<file path="src/rtl/branch_fwd_hazard_unit.sv">
// -----------------------------------------------------------------------------
// branch_fwd_hazard_unit
//
// ID-stage operand forwarding and load-use hazard control for branch
// resolution. Every branch source operand (channel) is compared against the
// destination registers of the in-flight producer stages. The youngest
// producer that writes the register is selected as the forwarding source. If
// no stage writes it, the operand comes from the register file. When the
// selected producer is a load whose data cannot be forwarded yet, ID is
// stalled. Each stall episode is tracked by a two-state FSM with a run-length
// watchdog. A saturating counter accumulates the total number of stall cycles.
//
// Ports
//   clk            rising-edge clock
//   rst            asynchronous active-high reset
//   br_valid       a branch is being resolved in ID this cycle
//   flush          pipeline flush; cancels any stall episode
//   src_addr       NSRC packed source register addresses, channel c at [c*AW +: AW]
//   stg_rw         NSTAGE packed destination registers, stage 0 = EX (youngest)
//   stg_regwr      per-stage register-write enable
//   stg_load       per-stage "result comes from memory" flag
//   fwd_sel        per channel, SW bits: 0 = register file, k = stage k-1
//   id_stall       hold PC/IF/ID and inject a bubble into EX
//   stall_timeout  sticky watchdog flag, set when a stall run reaches MAX_STALL
//   stall_cnt      total stall cycles since reset, saturating
// -----------------------------------------------------------------------------
module branch_fwd_hazard_unit #(
    parameter int AW        = 5,
    parameter int NSRC      = 2,
    parameter int NSTAGE    = 3,
    parameter int LOAD_RDY  = 2,
    parameter int MAX_STALL = 4,
    parameter int CNT_W     = 16
) (
    input  logic                                  clk,
    input  logic                                  rst,
    input  logic                                  br_valid,
    input  logic                                  flush,
    input  logic [NSRC*AW-1:0]                    src_addr,
    input  logic [NSTAGE*AW-1:0]                  stg_rw,
    input  logic [NSTAGE-1:0]                     stg_regwr,
    input  logic [NSTAGE-1:0]                     stg_load,
    output logic [NSRC*$clog2(NSTAGE+1)-1:0]      fwd_sel,
    output logic                                  id_stall,
    output logic                                  stall_timeout,
    output logic [CNT_W-1:0]                      stall_cnt
);

    localparam int SW = $clog2(NSTAGE + 1);
    // Run counter must be able to hold MAX_STALL itself.
    localparam int RW = $clog2(MAX_STALL + 1);

    localparam logic [0:0] ST_IDLE  = 1'b0;
    localparam logic [0:0] ST_STALL = 1'b1;

    localparam logic [RW-1:0]    RUN_MAX = RW'(MAX_STALL);
    localparam logic [RW-1:0]    RUN_ONE = RW'(1);
    localparam logic [CNT_W-1:0] CNT_MAX = {CNT_W{1'b1}};

    // -------------------------------------------------------------------------
    // Producer match and youngest-producer selection
    // -------------------------------------------------------------------------
    logic [SW-1:0]         w_sel [NSRC];
    logic [NSRC-1:0]       w_haz_ch;
    logic                  w_hazard;
    logic                  w_id_stall;
    logic [NSRC*SW-1:0]    w_fwd_packed;

    always_comb begin
        for (int c = 0; c < NSRC; c++) begin
            w_sel[c]    = '0;
            w_haz_ch[c] = 1'b0;
            // Scan oldest to youngest so the youngest match overwrites the
            // older ones. Only the winning stage decides the hazard, so an
            // older ready copy never hides a stalling younger load.
            for (int s = NSTAGE - 1; s >= 0; s--) begin
                if (stg_regwr[s] &&
                    (stg_rw[s*AW +: AW] != '0) &&
                    (stg_rw[s*AW +: AW] == src_addr[c*AW +: AW])) begin
                    w_sel[c]    = SW'(s + 1);
                    w_haz_ch[c] = stg_load[s] && (s < LOAD_RDY);
                end
            end
        end
    end

    always_comb begin
        w_fwd_packed = '0;
        for (int c = 0; c < NSRC; c++) begin
            w_fwd_packed[c*SW +: SW] = w_sel[c];
        end
    end

    assign w_hazard = |w_haz_ch;

    // Outputs are forced low while reset is held so that an asynchronous
    // reset mid-episode releases the pipeline immediately.
    assign w_id_stall = !rst && br_valid && w_hazard && !flush;
    assign id_stall   = w_id_stall;
    assign fwd_sel    = rst ? '0 : w_fwd_packed;

    // -------------------------------------------------------------------------
    // Stall-episode FSM and watchdog
    // -------------------------------------------------------------------------
    logic [0:0]     r_state;
    logic [RW-1:0]  r_run;
    logic           r_timeout;
    logic [RW-1:0]  w_run_inc;

    assign w_run_inc = (r_run >= RUN_MAX) ? RUN_MAX : (r_run + RUN_ONE);

    always_ff @(posedge clk or posedge rst) begin
        if (rst) begin
            r_state   <= ST_IDLE;
            r_run     <= '0;
            r_timeout <= 1'b0;
        end else begin
            case (r_state)
                ST_IDLE: begin
                    if (w_id_stall) begin
                        r_state <= ST_STALL;
                        r_run   <= RUN_ONE;
                        if (RUN_ONE >= RUN_MAX) begin
                            r_timeout <= 1'b1;
                        end
                    end else begin
                        r_run <= '0;
                    end
                end
                ST_STALL: begin
                    // flush already forces w_id_stall low, so it falls into
                    // the return-to-IDLE branch ahead of everything else.
                    if (w_id_stall) begin
                        r_state <= ST_STALL;
                        r_run   <= w_run_inc;
                        if (w_run_inc >= RUN_MAX) begin
                            r_timeout <= 1'b1;
                        end
                    end else begin
                        r_state <= ST_IDLE;
                        r_run   <= '0;
                    end
                end
                default: begin
                    r_state <= ST_IDLE;
                    r_run   <= '0;
                end
            endcase
        end
    end

    assign stall_timeout = r_timeout;

    // -------------------------------------------------------------------------
    // Saturating stall-cycle performance counter
    // -------------------------------------------------------------------------
    logic [CNT_W-1:0] r_cnt;

    always_ff @(posedge clk or posedge rst) begin
        if (rst) begin
            r_cnt <= '0;
        end else if (w_id_stall && (r_cnt != CNT_MAX)) begin
            r_cnt <= r_cnt + 1'b1;
        end
    end

    assign stall_cnt = r_cnt;

endmodule
</file>
<file path="config.mk">
export PLATFORM = sky130hd
export DESIGN_NAME = branch_fwd_hazard_unit
export DESIGN_NICKNAME = d
export VERILOG_FILES = /design/src/rtl/branch_fwd_hazard_unit.sv
export SDC_FILE = /design/constraint.sdc
export NUM_CORES = 1
export LEC_CHECK = 0
export CORE_MARGIN = 2
export CORE_UTILIZATION = 40
export CTS_CLUSTER_SIZE = 12
export DETAILED_ROUTE_END_ITERATION = 7
export DONT_BUFFER_PORTS = 1
export GPL_TIMING_DRIVEN = 0
export PLACE_DENSITY = 0.64
export SYNTH_ARGS = -nofsm -noshare
export SYNTH_HDL_FRONTEND = slang
export SYNTH_SLANG_ARGS = --single-unit
</file>
<file path="constraint.sdc">
create_clock -name clk -period 5.9 [get_ports clk]
set_input_delay 0.59 -clock clk [delete_from_list [all_inputs] [get_ports clk]]
set_output_delay 0.59 -clock clk [all_outputs]
set_load 0.01 [all_outputs]
</file>
# Yosys cells after proc, flatten, opt, wreduce, memory -nomap -nowiden
# Index checks and enable logic that the tools add are counted.
# totals
inputBits	35
register_bits	21
out_inout_bits	22
# op_classes
reduce_logical	20
addsub	2
magnitude_cmp	2
n_eq_ne	7
bitwise_logic	1
muxes	16
# ops
cell	count
5-bit equality test	6
16-bit by 1-bit adder with 16-bit output (second input constant)	1
16-bit != test (second input constant)	1
5-bit nonzero test	3
1-bit logical AND	13
2-bit two-way mux	6
3-bit >= comparator (second input constant)	2
1-bit two-way mux	6
3-bit two-way mux	2
3-bit case mux with 2 select lines	1
4-bit two-way mux	1
3-bit by 1-bit adder with 3-bit output (second input constant)	1
3-bit AND reduction	1
1-bit logical NOT	2
2-bit OR reduction	1
1-bit NOT	1

# Depth between registers and ports, before layout
# logic_depth
ltp_word	10
ltp_mapped	8

# Worst setup path before layout
# Ideal clock, no wire load.
# synth_path
path_kind	input to output
start	input port stg_rw[1]
end	output port id_stall
path_slack_ps	3341
cell_stages	6
arrival_ps	1969
cell_sequence	or4_1 o21ai_1 or4_1 a22o_1 a21oi_1 nor2b_1
# synth_via
elab_chain_cells	7
elab_cells_between_ends	11
# synth_rtl
item	line_no	source
start, declared	40	input logic [NSTAGE*AW-1:0] stg_rw,
5-bit nonzero test	78	(stg_rw[s*AW +: AW] != '0) &&
1-bit logical AND	77	if (stg_regwr[s] &&
1-bit logical AND	78	
1-bit two-way mux	77	
2-bit OR reduction (*)	94	assign w_hazard = |w_haz_ch;
1-bit logical AND (*) (2 in series)	98	assign w_id_stall = !rst && br_valid && w_hazard && !flush;
end, declared	44	output logic id_stall,
# Mark *: on every way between the ends. The rest lies on a longest branch, timed or not.

# Worst setup path after layout
# Same ends and word-level chain as after synthesis.

==> summary.md <==
| Metric | Value |
|---|---|
| Post-synth cell types | 34 |
| Max-cap viol count | 0 |
| Ys flop type | dfrtp_1 |
| Max Fclk | about 360 MHz |
| Routability cong. | 0.904 |
| Status | completed |
| Final period utilization | a little under half |
| Max-slew violations | 0 |
| Syn Std Cell Area | about 0.0015 mm2 |
| Critical path startpoint category | input port |
| Finished layout cell area | 0.00154 mm2 |
| FF+latch count, synth | 21 |
| Post-Syn Area per Cell | between 9 and 10 um2 |
| Area after DPL | 0.00152 mm2 |
| Worst EP arrival | 2.15 ns |
| HPWL after detailed placement | between 2 and 3 mm |
| WS Path Type | input port to output pin |
| Asr flop ratio synth | 100% |
| CTS buffer count | 3 |
| DRC | 0 |
| Commonest non-fill, non-tap cell in the layout | xnor2_1 |
| Final setup viols | 0 |
| CTS max path bufs | 2 |
| Largest net degree at the start of global routing | 24 |
| Required time worst endpoint | about 5.3 ns |
| Syn-to-layout area delta | 5.75% |
| CTS sink count | 21 |
| Post-Syn Nets | between 150 and 200 |
| Starting Density | between 40 and 50% |
| Clock root cell | clkbuf_4 |
| Setup WS post-layout | ~3.2 ns |
| Final ANT Viol Nets | 0 |
| Post-synthesis sequential area ratio | between 30% and 40% |
| Slew Limit Headroom | between 40% and 50% |
| # diodes | 0 |
| Core Region | between 0.003 and 0.004 mm2 |
| Final Hold Violating Endpoints | 0 |
| DRT iter0 DRCs | 40 |
| Post-CTS Hold Fix Bufs | 0 |
| Initial antenna violation count | 0 |
| Tot Pwr | 0.000253 W |
| Fin Clk Skew | 0.00258 ns |
| I/O pin count | 57 |
| Share of cells above drive strength 1 | 5.16% |
| GRT Overall Usage | between 15 and 20% |
| Clock Pin Slew Worst Setup and Hold Paths | roughly 0.11 ns |
| Peak supply drop | 0.104 mV |
| Vias in the first global route | between 1000 and 1500 |
| Die H | about 64 um |
| Row cnt | 21 |
| Leak | 0.661 nW |
| Number of enable flip-flop cells after synthesis | 0 |
| First-pass GRT wire length | 5.55 mm |
| CTS tree | built |
| Measured slew at the worst slew-check pin | 0.828 ns |
| Total vias in the final route | roughly 1100 |
| Most frequent cells in the layout | 24 x xnor2_1, 21 x xor2_1, 21 x dfrtp_1 |
| RSZ-0062 raised after global routing | no |
| Clk_lat worst skew | around 0.30 ns |
| Pwr dens | around 160 mW/mm2 |
| Die ar. | slightly above 0.004 mm2 |
| Port Buf Inserts | 0 |
| Minimum clock period | 2.74 ns |
| Layout net count | 194 |
| Synthesis Warnings | 0 |
| Worst Setup End Kind | output pin |
| Setup TNS | 0 ns |
| First-pass DRT Iterations | 4 |
| Drt total wl | 3.27 mm |
| H-tree depth | 1 |
| Syn Inst Count | 151 |
| Post-CTS Resized | 0 |
| Vias/cell | about 5.5 |
| Worst hold path type | input port to async pin |
| Total grt overflow | 0 |
| Max FO, Critical Path | 6 |
| Post-CTS Setup Repair Bufs | 0 |
| Place WS | 3.14 ns |
| Wire per inst | between 15 and 20 um |
| Die X | 64.4 um |
==> through the flow <==
stage	util, %	hold WS [ns]	cells
global placement	44.4	0.513	197
finish	45.1	0.326	201
global route	45.1	0.380	201
CTS	45.1	0.360	201
floorplan	-	0.493	151
detailed placement	44.4	0.516	197
==> cell usage after synthesis (all sizes together) (2+ instances only) <==
master,n,area (um2)
nand2,9,33.8
nor3,7,50.1
o21ai,4,20.0
and4,2,17.5
nand3,10,50.1
nand4,2,12.5
ha,3,37.5
nand2b,2,12.5
xnor2,24,210
and2,2,12.5
o211a,2,20.0
or4,5,37.5
nor4,6,37.5
dfrtp,21,526
inv,7,26.3
xor2,21,184
or3,2,12.5
a21oi,5,36.3
nor2,5,18.8
==> flip-flops by register name, indices dropped and copies added (netlist names) <==
register       flops
r_run              3
r_state            1
stall_cnt         16
stall_timeout      1
==> report_power, final <==
part | internal (W) | leakage, nW | switching (W)
clock network | 0.0000264 | 0.0150 | 0.0000416
registers | 0.000146 | 0.277 | 0.00000566
logic | 0.0000185 | 0.369 | 0.0000152
total | 0.000191 | 0.661 | 0.0000624
==> path summary, 6_finish.rpt <==
check | start | to | slack, ns | cells after the start
setup / recovery | stg_rw[1] | id_stall | 3.16 | 6
hold / removal | rst | r_run[1] | 0.33 | 1
setup reg to reg | stall_cnt[0] | stall_cnt[1] | 3.46 | 6
hold reg to reg | stall_timeout | stall_timeout | 0.54 | 1
max in group asynchronous | rst | stall_cnt[1] | 5.06 | 1
min in group clk | stall_timeout | stall_timeout | 0.54 | 1
==> logic make-up after synthesis <==
kind of cell | share of synthesized area, %
flops | 36.1
mux | 0.772
buf+inv | 2.58
compound gates | 9.10
simple gates | 21.9
fa+ha+maj | 2.58
xor+xnor | 27.0
==> worst max-delay path, stage by stage <==
cell     delay (ns)
or4_1          0.53
o21ai_1        0.15
or4_1          0.18
a22o_1         0.21
a21oi_1        0.09
nor2b_1        0.40
==> per-layer routing <==
layer	part of all wire [%]	global-route usage [%]	vias to the layer above
met5	0	0	-
met4	1.7	4.79	0
met3	4.8	4.93	6
met2	51	28.5	24
met1	43	20.9	539
li1	-	-	540
==> cell type report <==
cell class | instances | area (um2)
plain buffers | 1 | 11.3
clock buffers | 4 | 26.3
fillers | 344 | 1870
inverters | 7 | 26.3
multi-input cells | 122 | 895
flip-flops and latches | 21 | 526
well taps | 46 | 57.6
Note: power is estimated with default switching activity, not from simulation.
